**config.mk**
```make
export PLATFORM = sky130hd
export DESIGN_NAME = snr_meter_ctrl
export DESIGN_NICKNAME = d
export VERILOG_FILES = /design/src/rtl/snr_meter_pkg.sv /design/src/rtl/snr_bin2bcd.sv /design/src/rtl/snr_meter_ctrl.sv
export SDC_FILE = /design/constraint.sdc
export NUM_CORES = 1
export LEC_CHECK = 0
export BUFFER_PORTS_ARGS = -buffer_cell sky130_fd_sc_hd__buf_2
export CORE_MARGIN = 2
export CORE_UTILIZATION = 59
export DETAILED_ROUTE_END_ITERATION = 10
export PLACE_DENSITY = 0.8
export SYNTH_ARGS = -nofsm -noshare
export SYNTH_HDL_FRONTEND = slang
export SYNTH_SLANG_ARGS = --single-unit
```
**constraint.sdc**
```tcl
create_clock -name clk -period 2.35 [get_ports clk]
set_input_delay 0.5875 -clock clk [delete_from_list [all_inputs] [get_ports clk]]
set_output_delay 0.5875 -clock clk [all_outputs]
set_load 0.05 [all_outputs]
```
**src/rtl/snr_meter_pkg.sv**
```systemverilog
// rtl/snr_meter_pkg.sv - shared FSM state, BCD digit count and BCD word type for snr_meter_ctrl
package snr_meter_pkg;

    typedef enum logic [1:0] {
        IDLE    = 2'd0,
        CONVERT = 2'd1,
        DONE    = 2'd2
    } meter_state_t;

    localparam int BCD_DIGITS = 3;

    typedef logic [4*BCD_DIGITS-1:0] bcd_word_t;

endpackage

```
**src/rtl/snr_bin2bcd.sv**
```systemverilog
// rtl/snr_bin2bcd.sv - sequential double-dabble, one shift-add-3 step per clock, start/done handshake
module snr_bin2bcd
    import snr_meter_pkg::*;
#(
    parameter int SNR_WIDTH = 8
) (
    input  logic                 clk,
    input  logic                 rst_n,
    input  logic                 start,
    input  logic [SNR_WIDTH-1:0] bin,
    output bcd_word_t            bcd,
    output logic                 last_step,
    output logic                 done
);

    localparam int CNT_W = $clog2(SNR_WIDTH + 1);

    logic [SNR_WIDTH-1:0] bin_sr;
    logic [CNT_W-1:0]     steps_left;
    bcd_word_t            bcd_adj;

    // Add-3 correction on every digit that would overflow past 9 after the shift.
    always_comb begin
        bcd_adj = bcd;
        for (int d = 0; d < BCD_DIGITS; d++) begin
            if (bcd[4*d +: 4] >= 4'd5) begin
                bcd_adj[4*d +: 4] = bcd[4*d +: 4] + 4'd3;
            end
        end
    end

    // High during the cycle whose closing edge performs the final shift.
    assign last_step = (steps_left == CNT_W'(1));

    always_ff @(posedge clk or negedge rst_n) begin
        if (!rst_n) begin
            bin_sr     <= '0;
            bcd        <= '0;
            steps_left <= '0;
            done       <= 1'b0;
        end else if (start) begin
            bin_sr     <= bin;
            bcd        <= '0;
            steps_left <= CNT_W'(SNR_WIDTH);
            done       <= 1'b0;
        end else if (steps_left != '0) begin
            bcd        <= {bcd_adj[4*BCD_DIGITS-2:0], bin_sr[SNR_WIDTH-1]};
            bin_sr     <= bin_sr << 1;
            steps_left <= steps_left - CNT_W'(1);
            done       <= last_step;
        end
    end

endmodule

```
**src/rtl/snr_meter_ctrl.sv**
```systemverilog
// rtl/snr_meter_ctrl.sv - windowed SNR average with optional peak hold (SNR_PEAK_HOLD_EN), BCD display outputs
module snr_meter_ctrl
    import snr_meter_pkg::*;
#(
    parameter int SNR_WIDTH         = 8,
    parameter int WINDOW_LOG2       = 12,
    parameter int PEAK_HOLD_WINDOWS = 8
) (
    input  logic                 clk,
    input  logic                 rst_n,
    input  logic [SNR_WIDTH-1:0] snr_in,
    input  logic                 snr_valid,
    output logic                 snr_ready,
    input  logic                 freeze,
    output bcd_word_t            avg_bcd,
    output bcd_word_t            peak_bcd,
    output logic                 disp_valid
);

    localparam int ACC_W = SNR_WIDTH + WINDOW_LOG2;

    // A hold length below one window has no meaning; the guard block only
    // exists so such a configuration stands out in the elaborated hierarchy.
    if (PEAK_HOLD_WINDOWS < 1) begin : g_invalid_peak_hold_windows
    end

    meter_state_t state, state_next;

    logic [ACC_W-1:0]       acc;
    logic [ACC_W-1:0]       acc_sum;
    logic [WINDOW_LOG2-1:0] count;
    logic [SNR_WIDTH-1:0]   avg_new;
    logic                   accept;
    logic                   window_end;
    logic                   load;

    bcd_word_t avg_conv_bcd;
    logic      avg_last;
    logic      avg_done;
    logic      conv_last;
    logic      conv_done;

    assign accept     = snr_valid && snr_ready;
    assign window_end = accept && (count == '1);
    assign acc_sum    = acc + ACC_W'(snr_in);
    assign avg_new    = SNR_WIDTH'(acc_sum >> WINDOW_LOG2);

    // The converters latch their operand on the window-end edge itself, so the
    // whole CONVERT state is spent shifting.
    snr_bin2bcd #(.SNR_WIDTH(SNR_WIDTH)) u_avg_conv (
        .clk       (clk),
        .rst_n     (rst_n),
        .start     (window_end),
        .bin       (avg_new),
        .bcd       (avg_conv_bcd),
        .last_step (avg_last),
        .done      (avg_done)
    );

`ifdef SNR_PEAK_HOLD_EN
    localparam int HOLD_W = (PEAK_HOLD_WINDOWS > 1) ? $clog2(PEAK_HOLD_WINDOWS) : 1;

    logic [SNR_WIDTH-1:0] peak, peak_new;
    logic [HOLD_W-1:0]    hold_cnt, hold_new;
    bcd_word_t            peak_conv_bcd;
    logic                 peak_last;
    logic                 peak_done;

    // A new high, or an expired hold, retakes the peak and restarts the hold.
    always_comb begin
        peak_new = peak;
        hold_new = hold_cnt;
        if ((avg_new >= peak) || (hold_cnt == '0)) begin
            peak_new = avg_new;
            hold_new = HOLD_W'(PEAK_HOLD_WINDOWS - 1);
        end else begin
            hold_new = hold_cnt - HOLD_W'(1);
        end
    end

    always_ff @(posedge clk or negedge rst_n) begin
        if (!rst_n) begin
            peak     <= '0;
            hold_cnt <= '0;
        end else if (window_end) begin
            peak     <= peak_new;
            hold_cnt <= hold_new;
        end
    end

    snr_bin2bcd #(.SNR_WIDTH(SNR_WIDTH)) u_peak_conv (
        .clk       (clk),
        .rst_n     (rst_n),
        .start     (window_end),
        .bin       (peak_new),
        .bcd       (peak_conv_bcd),
        .last_step (peak_last),
        .done      (peak_done)
    );

    assign conv_last = avg_last && peak_last;
    assign conv_done = avg_done && peak_done;

    always_ff @(posedge clk or negedge rst_n) begin
        if (!rst_n) begin
            peak_bcd <= '0;
        end else if (load) begin
            peak_bcd <= peak_conv_bcd;
        end
    end
`else
    assign conv_last = avg_last;
    assign conv_done = avg_done;
    assign peak_bcd  = '0;
`endif

    always_comb begin
        state_next = state;
        load       = 1'b0;
        case (state)
            IDLE: begin
                if (window_end) state_next = CONVERT;
            end
            CONVERT: begin
                if (conv_last) state_next = DONE;
            end
            DONE: begin
                state_next = IDLE;
                load       = !freeze && conv_done;
            end
            default: state_next = IDLE;
        endcase
    end

    // snr_ready is registered from the next state so it is low during reset
    // and rises on the first edge after release.
    always_ff @(posedge clk or negedge rst_n) begin
        if (!rst_n) begin
            state      <= IDLE;
            snr_ready  <= 1'b0;
            acc        <= '0;
            count      <= '0;
            avg_bcd    <= '0;
            disp_valid <= 1'b0;
        end else begin
            state      <= state_next;
            snr_ready  <= (state_next == IDLE);
            disp_valid <= load;
            if (load) begin
                avg_bcd <= avg_conv_bcd;
            end
            if (accept) begin
                if (window_end) begin
                    acc   <= '0;
                    count <= '0;
                end else begin
                    acc   <= acc_sum;
                    count <= count + WINDOW_LOG2'(1);
                end
            end
        end
    end

endmodule

```
* Yosys cells after proc, flatten, opt, wreduce, memory -nomap -nowiden *
Index checks and enable logic that the tools add are counted.

word-level totals
  register bits = 73

operators by class
  reduce and logical (&&, ||, !) cells = 8
  equal/unequal tests = 4
  $lt $le $gt $ge = 3
  mux-type cells = 17
  $add $sub $neg = 6

operators with widths
  kind                                                  number
  2-to-1 mux 12 bit                                     3
  adder 20 x 8 -> 20 bit                                1
  2-to-1 mux 20 bit                                     1
  2-to-1 mux 4 bit                                      4
  2-to-1 mux 8 bit                                      2
  adder 12 x 1 -> 12 bit (second input constant)        1
  == test 12 bit (second input constant)                1
  >= comparator 4 x 3 -> 1 bit (second input constant)  3
  adder 4 x 2 -> 4 bit (second input constant)          2
  == test 4 x 1 -> 1 bit (second input constant)        1
  zero test 2 bit                                       2
  2-to-1 mux 2 bit                                      2
  one-hot mux 2 bit (2 select lines)                    1
  nonzero test 4 bit                                    1
  subtractor 4 x 1 -> 4 bit (second input constant)     1
  adder 3 x 2 -> 3 bit (second input constant)          1
  logical AND 1 bit                                     3
  2-to-1 mux 1 bit                                      3
  2-to-1 mux 3 bit                                      1
  == test 2 x 1 -> 1 bit (second input constant)        1
  == test 2 bit (second input constant)                 1
  nonzero test 2 bit                                    1
  zero test 1 bit                                       1

* Longest topological paths before layout *
Gate-level depths: netlist of the first run.

  depth in word-level cells = 5
  depth in mapped cells = 8

* Cells and area by module *
A second synthesis of the first run with hierarchy kept.

second synthesis, totals
  cell total of the unflattened synthesis = 407
  area total of the unflattened synthesis = 4060.1 sq um

by module, submodules not included
  module          instances  cells each  area each (sq um)  seq. area each (sq um)
  snr_meter_ctrl  1          252         2603.7             1201.2
  snr_bin2bcd     1          155         1456.4             625.6

* Worst setup path before layout of the first run *
No wires, ideal clock.

  kind = input to register
  start = input snr_in[2]
  end = register u_avg_conv.bin_sr[7]
  path slack = 0.050 ns
  setup time = 0.123 ns
  arrival time = 2.177 ns
  stages = 6
  path buffers = 0
  path through = ha_1 a21oi_1 a2111o_1 a2111o_1 xor2_1 a21oi_2

on the way
  longest elaborated chain between the ends = 2

ends and longest elaborated chain
  item                    line                  text
  start, declared         snr_meter_ctrl.sv:11  input logic [SNR_WIDTH-1:0] snr_in,
  adder 20 x 8 -> 20 bit  snr_meter_ctrl.sv:45  assign acc_sum = acc + ACC_W'(snr_in);
  2-to-1 mux 8 bit        snr_bin2bcd.sv:41     end else if (start) begin
  end signal, assigned    snr_bin2bcd.sv:42     bin_sr <= bin;
  end signal, assigned    snr_bin2bcd.sv:48     bin_sr <= bin_sr << 1;
  end, declared           snr_bin2bcd.sv:18     logic [SNR_WIDTH-1:0] bin_sr;

Every way passes these cells.
A chain may end at the register's enable or synchronous reset.

* Final worst setup path of the first run *
  start = register acc[6]
  end = register u_avg_conv.bin_sr[7]

on the way
  longest elaborated chain between the ends = 2

ends and longest elaborated chain
  item                    line                   text
  start, declared         snr_meter_ctrl.sv:29   logic [ACC_W-1:0] acc;
  start signal, assigned  snr_meter_ctrl.sv:157  acc <= acc_sum;
  adder 20 x 8 -> 20 bit  snr_meter_ctrl.sv:45
  2-to-1 mux 8 bit        snr_bin2bcd.sv:41

Every way passes these cells.

==> results of run 1 <==
## worst reg2reg max path, delay by kind of cell, from the launching register on
family | cells | cell delay [ns]
compound gates | 3 | 0.99
xor+xnor | 1 | 0.18
fa+ha+maj | 1 | 0.39
flops | 1 | 0.40
simple gates | 1 | 0.13
## area by class of cell
cell class / instances / area, sq um
sequential: 73 / 1827
multi-input combinational: 304 / 1931
clock inverter: 7 / 125.1
clock buffer: 9 / 123.9
timing repair buffer: 44 / 292.8
fill: 490 / 1938
inverter: 14 / 52.55
tap: 77 / 96.34
## cells by family after synthesis
family                     share of synthesized area
and+or+nand+nor                               0.1765
DFF                                           0.4660
buffers and inverters                        0.05490
adders and majority gates                    0.06256
AOI/OAI and AO/OA                             0.1162
muxes                                        0.04469
other                                      0.0009566
xor gates and xnor gates                     0.07820
## power breakdown
part	internal [mW]	leakage, nW	switching (mW)
Clock	0.716	0.124	0.502
Combinational	0.405	1.00	0.512
Sequential	1.41	0.959	0.143
Total	2.53	2.09	1.16
## registers in the layout, summed over array words and instances (netlist names)
| register | flops |
|---|---|
| state | 2 |
| u_avg_conv.done | 1 |
| u_avg_conv.bin_sr | 8 |
| u_avg_conv.steps_left | 4 |
| count | 12 |
| acc | 20 |
| u_avg_conv.bcd | 12 |
| avg_bcd | 12 |
| snr_ready | 1 |
| disp_valid | 1 |
## metal layers
layer / GRT usage / part of all wire
met5: 0 / 0
met2: 0.4013 / 0.51
met4: 0.07215 / 0.014
met1: 0.2950 / 0.45
met3: 0.04331 / 0.030
## layout by cell type (no fill, tap or decap), drive strengths merged, types with 9 or more instances in the layout
cell / synthesis / layout
nor2: 23 / 23
a21oi: 34 / 34
xnor2: 24 / 24
conb: 1 / 12
nand2: 58 / 58
nand3: 23 / 23
inv: 14 / 16
mux2: 12 / 12
o21ai: 20 / 20
clkbuf: 10 / 9
dfrtp: 73 / 73
xor2: 11 / 11
buf: 19 / 44
and3: 11 / 11
ha: 18 / 18
## how the worst max path moves through the flow
stage	from	to	slack (ns)	cells past startpoint
after floorplan	snr_in[2]	u_avg_conv.bin_sr[7]$_DFFE_PN0P_	0.05	6
after global routing	acc[6]$_DFFE_PN0P_	u_avg_conv.bin_sr[7]$_DFFE_PN0P_	0.02	6
final	acc[6]$_DFFE_PN0P_	u_avg_conv.bin_sr[7]$_DFFE_PN0P_	0.14	6
after global placement	snr_in[6]	u_avg_conv.bin_sr[7]$_DFFE_PN0P_	-0.09	7
after CTS	acc[6]$_DFFE_PN0P_	u_avg_conv.bin_sr[7]$_DFFE_PN0P_	0.14	6
after detailed placement	snr_in[5]	acc[14]$_DFFE_PN0P_	-0.14	7
==> flow_metrics.env, run 1 <==
export IMPL_status="complete, no violations"
export IMPL_slowest_delay_ns=0.48
export IMPL_drt_pass1_iterations=4
export IMPL_antenna_cells=0
export IMPL_hold_path_class="input pin to async pin"
export IMPL_die_y_um=85.51
export IMPL_reg2reg_slack_ns=0.14
export IMPL_grt_pass1_wl_um=13570
export IMPL_final_nets=477
export IMPL_fin_cells=528
export IMPL_cap_violations=0
export IMPL_synthTopCellsByCount="dfrtp_1, nand2_1, a21oi_1"
export IMPL_arrival_ns=2.45
export IMPL_synth_area_top_cells="dfrtp_1, ha_1, nand2_1"
export IMPL_rr_startpoint="acc[6]$_DFFE_PN0P_"
export IMPL_final_antenna_net_count=0
export IMPL_drt_iter0_drc=168
export IMPL_leakagePower_nw=2.088
export IMPL_drc_errors=0
export IMPL_start_util=0.6138
export IMPL_cpMostUsedCell="a2111o_1"
export IMPL_ys_warn_count=0
export IMPL_r2r_cells=6
export IMPL_clk_latency_ns=0.35
export IMPL_rsz0062_at_grt="false"
export IMPL_grt_use_total=0.2312
export IMPL_ios=38
export IMPL_cts_buffers=9
export IMPL_root_buffer="clkbuf_8"
export IMPL_setup_tns_ns=0
export IMPL_cp_slowest_cell="a2111o_1"
export IMPL_synth_edf_count=0
export IMPL_path_cells="ha_1, nand2_1, a2111o_1, a2111o_1, xor2_1, a21oi_2"
export IMPL_gp_congestion=0.8530
export IMPL_period_share=0.9387
export IMPL_fin_crit_ns=2.206
export IMPL_async_reset_ff_frac=1.000
export IMPL_dieArea_sq_um=7312
export IMPL_worst_pin_slew_ns=0.6405
export IMPL_via_per_inst=5.636
export IMPL_p_per_area_nw_per_um2=829.8
export IMPL_finalHoldViolations=0
export IMPL_synth_top_area_frac=0.4660
export IMPL_finalPower_mw=3.691
export IMPL_drive_above_1_share=0.1685
export IMPL_row_count=29
export IMPL_relSlewSlack=0.5720
export IMPL_dpl_cell_area_sq_um=4199
export IMPL_wl_per_cell_um=14.34
export IMPL_vdd_drop_max_mv=0.7200
export IMPL_fmax_mhz=453.3
export IMPL_path_buf_inv=0
export IMPL_fin_util=0.6965
export IMPL_cts_resized=0
export IMPL_hpwl_um=5218
export IMPL_postLayoutCellArea_sq_um=4448
export IMPL_critical_path_class="flop to flop"
export IMPL_cts_sinks=73
export IMPL_area_delta_synth_final_pct=13.47
export IMPL_maxSlewViolCount=0
export IMPL_grt_max_degree=74
export IMPL_ys_seq_area_frac=0.4660
export IMPL_vias=2976
export IMPL_crit_family="compound AO/OA/AOI/OAI gates"
export IMPL_h_tree_depth=3
export IMPL_cts_buffer_depth=2
export IMPL_pre_cts_ws_ns=-0.1383
export IMPL_yosysMostFrequentCell="dfrtp_1"
export IMPL_dp_cells=512
export IMPL_core_area_sq_um=6386
export IMPL_grt_antenna_before_repair=0
export IMPL_setup_viol=0
export IMPL_clock_skew_final_ns=0.009587
export IMPL_cts_setup_buffers=0
export IMPL_avgSynthCellArea_sq_um=9.584
export IMPL_end_kind="flop"
export IMPL_netlist_instances=409
export IMPL_synth_seq_cells=73
export IMPL_hold_buffers=0
export IMPL_gr_total_overflow=0
export IMPL_synth_area_sq_um=3920
export IMPL_startpoint_type="flop"
export IMPL_synth_area_leader_cell="dfrtp_1"
export IMPL_synth_cell_type_count=39
export IMPL_cp_data_required_time_ns=2.59
export IMPL_die_w_um=85.51
export IMPL_ys_flop_type="dfrtp_1"
export IMPL_path_clk_slew_ns=0.08
export IMPL_r2r_end="u_avg_conv.bin_sr[7]$_DFFE_PN0P_"
export IMPL_timing_final_ws_setup_ns=0.1441
export IMPL_grt_pass1_vias=3081
export IMPL_drt_wl_total_um=7574
export IMPL_io_buffer_count=25
export IMPL_cts_tree="done"
export IMPL_cp_max_fo=6
export IMPL_whs_ns=0.2510
No activity file was read; power rests on OpenSTA's default activity.
==> run 2: changes to the inputs <==
Settings changed: CTS_CLUSTER_SIZE set to 28, PLACE_DENSITY 0.8 to 0.79, SYNTH_HIERARCHICAL set to 1.
==> run 2 against run 1 <==
  * Count of clock-buffer cells in the layout grew 1
  * Largest power group unchanged
  * Hold slack got worse by 0.069 ns
  * Clock power decreased by 29%
==> flow_metrics.env, run 2 <==
export IMPL_status="complete, no violations"
export IMPL_io_buffer_count=25
export IMPL_highest_layer="met4"
export IMPL_drt_wl_total_um=7956
export IMPL_postLayoutCellArea_sq_um=4594
export IMPL_cts_tree="done"
export IMPL_regMostFlops="acc"
export IMPL_synth_cell_type_count=57
export IMPL_final_antenna_net_count=0
export IMPL_finalHoldViolations=0
export IMPL_via_per_inst=5.738
export IMPL_synth_edf_count=0
export IMPL_rsz0062_at_grt="false"
export IMPL_fin_crit_ns=2.210
export IMPL_yosysMostFrequentCell="dfrtp_1"
export IMPL_p_per_area_nw_per_um2=732.1
export IMPL_cts_buffers=9
export IMPL_ios=38
export IMPL_ys_seq_area_frac=0.4499
export IMPL_mostFrequentLayoutCells="dfrtp_1, nand2_1, buf_4"
export IMPL_clk_latency_ns=0.35
export IMPL_cp_startpoint="acc[0]$_DFFE_PN0P_"
export IMPL_critical_path_class="flop to flop"
export IMPL_grt_antenna_before_repair=0
export IMPL_p_clk_frac=0.259
export IMPL_wl_met1_um=3613
export IMPL_pwr_share_seq=0.458
export IMPL_synth_seq_cells=73
export IMPL_synth_top_area_frac=0.4499
export IMPL_synth_area_leader_cell="dfrtp_1"
export IMPL_setup_viol=0
export IMPL_multi_input_area_sq_um=2039
export IMPL_core_area_sq_um=6719
export IMPL_synth_area_top_cells="dfrtp_1, ha_1, nand2_1"
export IMPL_grt_use_total=0.2231
export IMPL_cts_setup_buffers=0
export IMPL_root_buffer="clkbuf_8"
export IMPL_dr_wl_met2_um=3929
export IMPL_grt_pass1_vias=3055
export IMPL_arrival_ns=2.47
export IMPL_dieArea_sq_um=7561
export IMPL_area_delta_synth_final_pct=13.16
export IMPL_maxSlewViolCount=0
export IMPL_wl_per_cell_um=14.71
export IMPL_leakagePower_nw=2.141
export IMPL_power_switching_mw=1.142
export IMPL_reg2reg_slack_ns=0.14
export IMPL_dpl_cell_area_sq_um=4414
export IMPL_die_y_um=86.96
export IMPL_drt_pass1_iterations=4
export IMPL_cp_max_fo=10
export IMPL_p_int_mw=2.221
export IMPL_hold_path_class="input pin to async pin"
export IMPL_avgSynthCellArea_sq_um=9.976
export IMPL_ys_flop_type="dfrtp_1"
export IMPL_path_clk_slew_ns=0.08
export IMPL_cts_buffer_depth=2
export IMPL_vias=3104
export IMPL_async_reset_ff_frac=1.000
export IMPL_drt_iter0_drc=214
export IMPL_die_w_um=86.96
export IMPL_regArea_sq_um=1828
export IMPL_synthTopCellsByCount="dfrtp_1, nand2_1, nor2_1"
export IMPL_ys_warn_count=6
export IMPL_grt_pass1_wl_um=13340
export IMPL_antenna_cells=0
export IMPL_drc_errors=0
export IMPL_largest_register_ff_count=20
export IMPL_grt_max_degree=35
export IMPL_cap_violations=0
export IMPL_num_fill_cells=500
export IMPL_cts_sinks=73
export IMPL_synth_area_sq_um=4060
export IMPL_start_util=0.6043
export IMPL_met3_length_um=264
export IMPL_layout_commonest_cell="dfrtp_1"
export IMPL_power_frac_comb=0.283
export IMPL_end_kind="flop"
export IMPL_setup_tns_ns=0
export IMPL_hpwl_um=5628
export IMPL_netlist_instances=407
export IMPL_gp_congestion=0.8578
export IMPL_gr_total_overflow=0
export IMPL_h_tree_depth=3
export IMPL_final_nets=486
export IMPL_startpoint_type="flop"
export IMPL_drive_above_1_share=0.2039
export IMPL_vdd_drop_max_mv=0.6441
export IMPL_switching_share=0.3396
export IMPL_clock_skew_final_ns=0.008462
export IMPL_rr_startpoint="acc[0]$_DFFE_PN0P_"
export IMPL_fmax_mhz=452.4
export IMPL_cp_data_required_time_ns=2.61
export IMPL_row_count=30
export IMPL_period_share=0.9405
==> run 2: power by group through the flow <==
| stage | Combinational (mW) | Clock [mW] | Sequential (mW) |
|---|---|---|---|
| 5_1_grt | 1.06 | 0.944 | 1.55 |
| 3_3_place_gp | 0.879 | 0 | 1.55 |
| 4_1_cts | 0.945 | 0.895 | 1.54 |
| 2_1_floorplan | 0.652 | 0 | 1.53 |
| 3_5_place_dp | 0.928 | 0 | 1.56 |
| 6_report | 0.953 | 0.871 | 1.54 |
==> run 2: metal layers <==
layer,vias up,global-route usage
met5,-,0
met4,0,0.1037
met3,15,0.04645
met2,56,0.3609
met1,1518,0.2877
li1,1515,-
==> run 2: cell type report <==
type                       instances  area share
sequential                        73      0.3979
inverter                          18     0.01471
multi-input combinational        299      0.4439
clock buffer                      10     0.02778
tap                               80     0.02179
timing repair buffer              55     0.08442
clock inverter                     6    0.009532
==> run 2: worst paths after layout <==
check,endpoint,cells past startpoint
setup / recovery,u_avg_conv/bin_sr[6]$_DFFE_PN0P_,9
hold / removal,acc[14]$_DFFE_PN0P_,1
setup reg to reg,u_avg_conv/bin_sr[6]$_DFFE_PN0P_,9
hold reg to reg,state[1]$_DFF_PN0_,1
max in group asynchronous,acc[0]$_DFFE_PN0P_,2
min in group clk,state[1]$_DFF_PN0_,1
==> run 2: critical path: stages, from the launching register on <==
cell,delay (ns)
dfrtp_1,0.38
ha_1,0.21
fa_1,0.43
a211o_1,0.30
a21oi_2,0.19
a22oi_2,0.17
nand3_1,0.17
xnor2_1,0.13
nand2_1,0.06
o21ai_0,0.08
==> run 2: cell families after synthesis <==
kind of cell,count (synthesis),share of synthesized area
XOR/XNOR,26,0.05609
buffers and inverters,46,0.06163
AO/OA/AOI/OAI,87,0.1485
adder cells (fa/ha/maj),18,0.05732
multiplexers,21,0.05578
flip-flops,73,0.4499
other,1,0.0009236
AND/OR/NAND/NOR,135,0.1698
==> run 2: through the flow <==
stage | setup WS (ns) | total power, mW | cells | util | hold WS (ns)
floorplan | 0.05148 | 2.181 | 418 | - | 0.2919
global placement | -0.2148 | 2.430 | 525 | 0.6570 | 0.4482
detailed placement | -0.3782 | 2.488 | 525 | 0.6570 | 0.4602
CTS | 0.03344 | 3.378 | 541 | 0.6832 | 0.1782
global route | 0.002244 | 3.560 | 541 | 0.6838 | 0.1997
finish | 0.1398 | 3.363 | 541 | 0.6838 | 0.1823
==> run 2: repair_timing <==
| item | in CTS | in global routing |
|---|---|---|
| resized for setup | 1 | 1 |
| cloned | 0 | 0 |
| endpoints found under the setup margin | 7 | 10 |
| hold buffers | 0 | 0 |
==> run 3: changes to the inputs <==
Settings changed: PLACE_DENSITY 0.79 to 0.89.
==> run 3 against run 2 <==
  * Flip-flop and latch count stayed put
  * Global-route usage is 0.84 points higher
  * Wire length is 4.2% higher
  * Largest cell class unchanged
  * Clock skew is 0.00061 ns lower
  * Via count is 0.45% higher
  * Highest routed layer unchanged
  * Fmax is 0.51% lower
  * Combinational power is 1% higher
  * First-iteration DRC count is 18% lower
  * Register-to-register slack hardly changed
  * Die area stayed put
==> flow_metrics.env, run 3 (synthesis gave the netlist of run 2 again) <==
export IMPL_cts_tree="done"
export IMPL_grt_pass1_wl_um=13830
export IMPL_end_kind="flop"
export IMPL_fin_cells=537
export IMPL_drt_pass1_iterations=5
export IMPL_die_y_um=86.96
export IMPL_regMostFlops="acc"
export IMPL_row_count=30
export IMPL_p_per_area_nw_per_um2=762.2
export IMPL_gr_total_overflow=0
export IMPL_mostFrequentLayoutCells="dfrtp_1, nand2_1, buf_2"
export IMPL_period_share=0.9453
export IMPL_core_area_sq_um=6719
export IMPL_grt_use_total=0.2315
export IMPL_timing_final_ws_setup_ns=0.1285
export IMPL_postLayoutCellArea_sq_um=4589
export IMPL_pre_cts_ws_ns=-0.2751
export IMPL_via_per_inst=5.806
export IMPL_antenna_cells=0
export IMPL_layout_commonest_cell="dfrtp_1"
export IMPL_cp_data_required_time_ns=2.59
export IMPL_grt_max_degree=54
export IMPL_critical_path_class="flop to flop"
export IMPL_final_antenna_net_count=0
export IMPL_cap_violations=0
export IMPL_die_w_um=86.96
export IMPL_fmax_mhz=450.2
export IMPL_ios=38
export IMPL_io_buffer_count=25
export IMPL_maxSlewViolCount=0
export IMPL_drc_errors=0
export IMPL_vias=3118
export IMPL_rr_startpoint="acc[0]$_DFFE_PN0P_"
export IMPL_dpl_cell_area_sq_um=4377
export IMPL_finalHoldViolations=0
export IMPL_cts_buffers=9
export IMPL_fin_util=0.6831
export IMPL_path_clk_slew_ns=0.08
export IMPL_startpoint_type="flop"
export IMPL_cts_sinks=73
export IMPL_setup_viol=0
export IMPL_h_tree_depth=3
export IMPL_cts_setup_buffers=0
export IMPL_hpwl_um=5668
export IMPL_grt_pass1_vias=3040
export IMPL_drt_iter0_drc=176
export IMPL_whs_ns=0.1934
export IMPL_grt_antenna_before_repair=0
export IMPL_finalPower_mw=3.498
export IMPL_wl_per_cell_um=15.44
export IMPL_leakagePower_nw=2.140
export IMPL_cp_max_fo=5
export IMPL_setup_tns_ns=0
export IMPL_drt_wl_total_um=8291
export IMPL_root_buffer="clkbuf_8"
export IMPL_arrival_ns=2.46
export IMPL_rsz0062_at_grt="false"
export IMPL_largest_register_ff_count=20
export IMPL_final_nets=482
export IMPL_vdd_drop_max_mv=0.6319
export IMPL_area_delta_synth_final_pct=13.04
export IMPL_hold_path_class="input pin to async pin"
export IMPL_gp_congestion=0.8208
export IMPL_start_util=0.6043
export IMPL_cts_buffer_depth=2
export IMPL_dieArea_sq_um=7561
export IMPL_cp_startpoint="acc[0]$_DFFE_PN0P_"
export IMPL_fin_crit_ns=2.221
export IMPL_clock_skew_final_ns=0.007855
export IMPL_status="complete, no violations"
export IMPL_dp_cells=520
export IMPL_clk_latency_ns=0.35
export IMPL_drive_above_1_share=0.1947
[run 3: what timing repair did]
item                                    CTS  global route
endpoints found under the setup margin    0            10
hold buffers                              0             0
resized for setup                         0             2
[run 3: metal layers]
layer  vias up  wire, um  GRT usage
met1      1535      3566     0.2871
li1       1506         -          -
met5         -         0          0
met4         0       130    0.09659
met2        63      4332     0.4025
met3        14       261    0.03412
[run 3: power by group]
part	internal (mW)	switching, mW	leakage, nW
sequential	1.40	0.145	0.941
clock	0.494	0.489	0.0964
combinational	0.429	0.538	1.10
total	2.33	1.17	2.14
[run 3: final cells by class]
cell class / instances / area [sq um]
fill: 502 / 2130
multi-input combinational: 300 / 2047
sequential: 73 / 1828
timing repair buffer: 50 / 350.3
clock buffer: 10 / 127.6
tap: 80 / 100.1
clock inverter: 6 / 68.82
inverter: 18 / 67.56
[run 3: critical path, stage by stage, from the launching register on]
cell,delay (ns)
dfrtp_1,0.39
ha_1,0.21
fa_1,0.42
a211o_1,0.29
a21oi_2,0.20
a22oi_1,0.19
nand4_1,0.18
xor2_1,0.17
nor2_1,0.06
[run 3: worst paths after layout]
| kind | end | slack (ns) | depth (start not counted) |
|---|---|---|---|
| max reg2reg | acc[10]$_DFFE_PN0P_ | 0.13 | 8 |
| max | acc[10]$_DFFE_PN0P_ | 0.13 | 8 |
| max in group asynchronous | acc[7]$_DFFE_PN0P_ | 1.52 | 2 |
| min | count[2]$_DFFE_PN0P_ | 0.19 | 1 |
| min reg2reg | state[0]$_DFF_PN0_ | 0.46 | 1 |
| min in group clk | state[0]$_DFF_PN0_ | 0.46 | 1 |
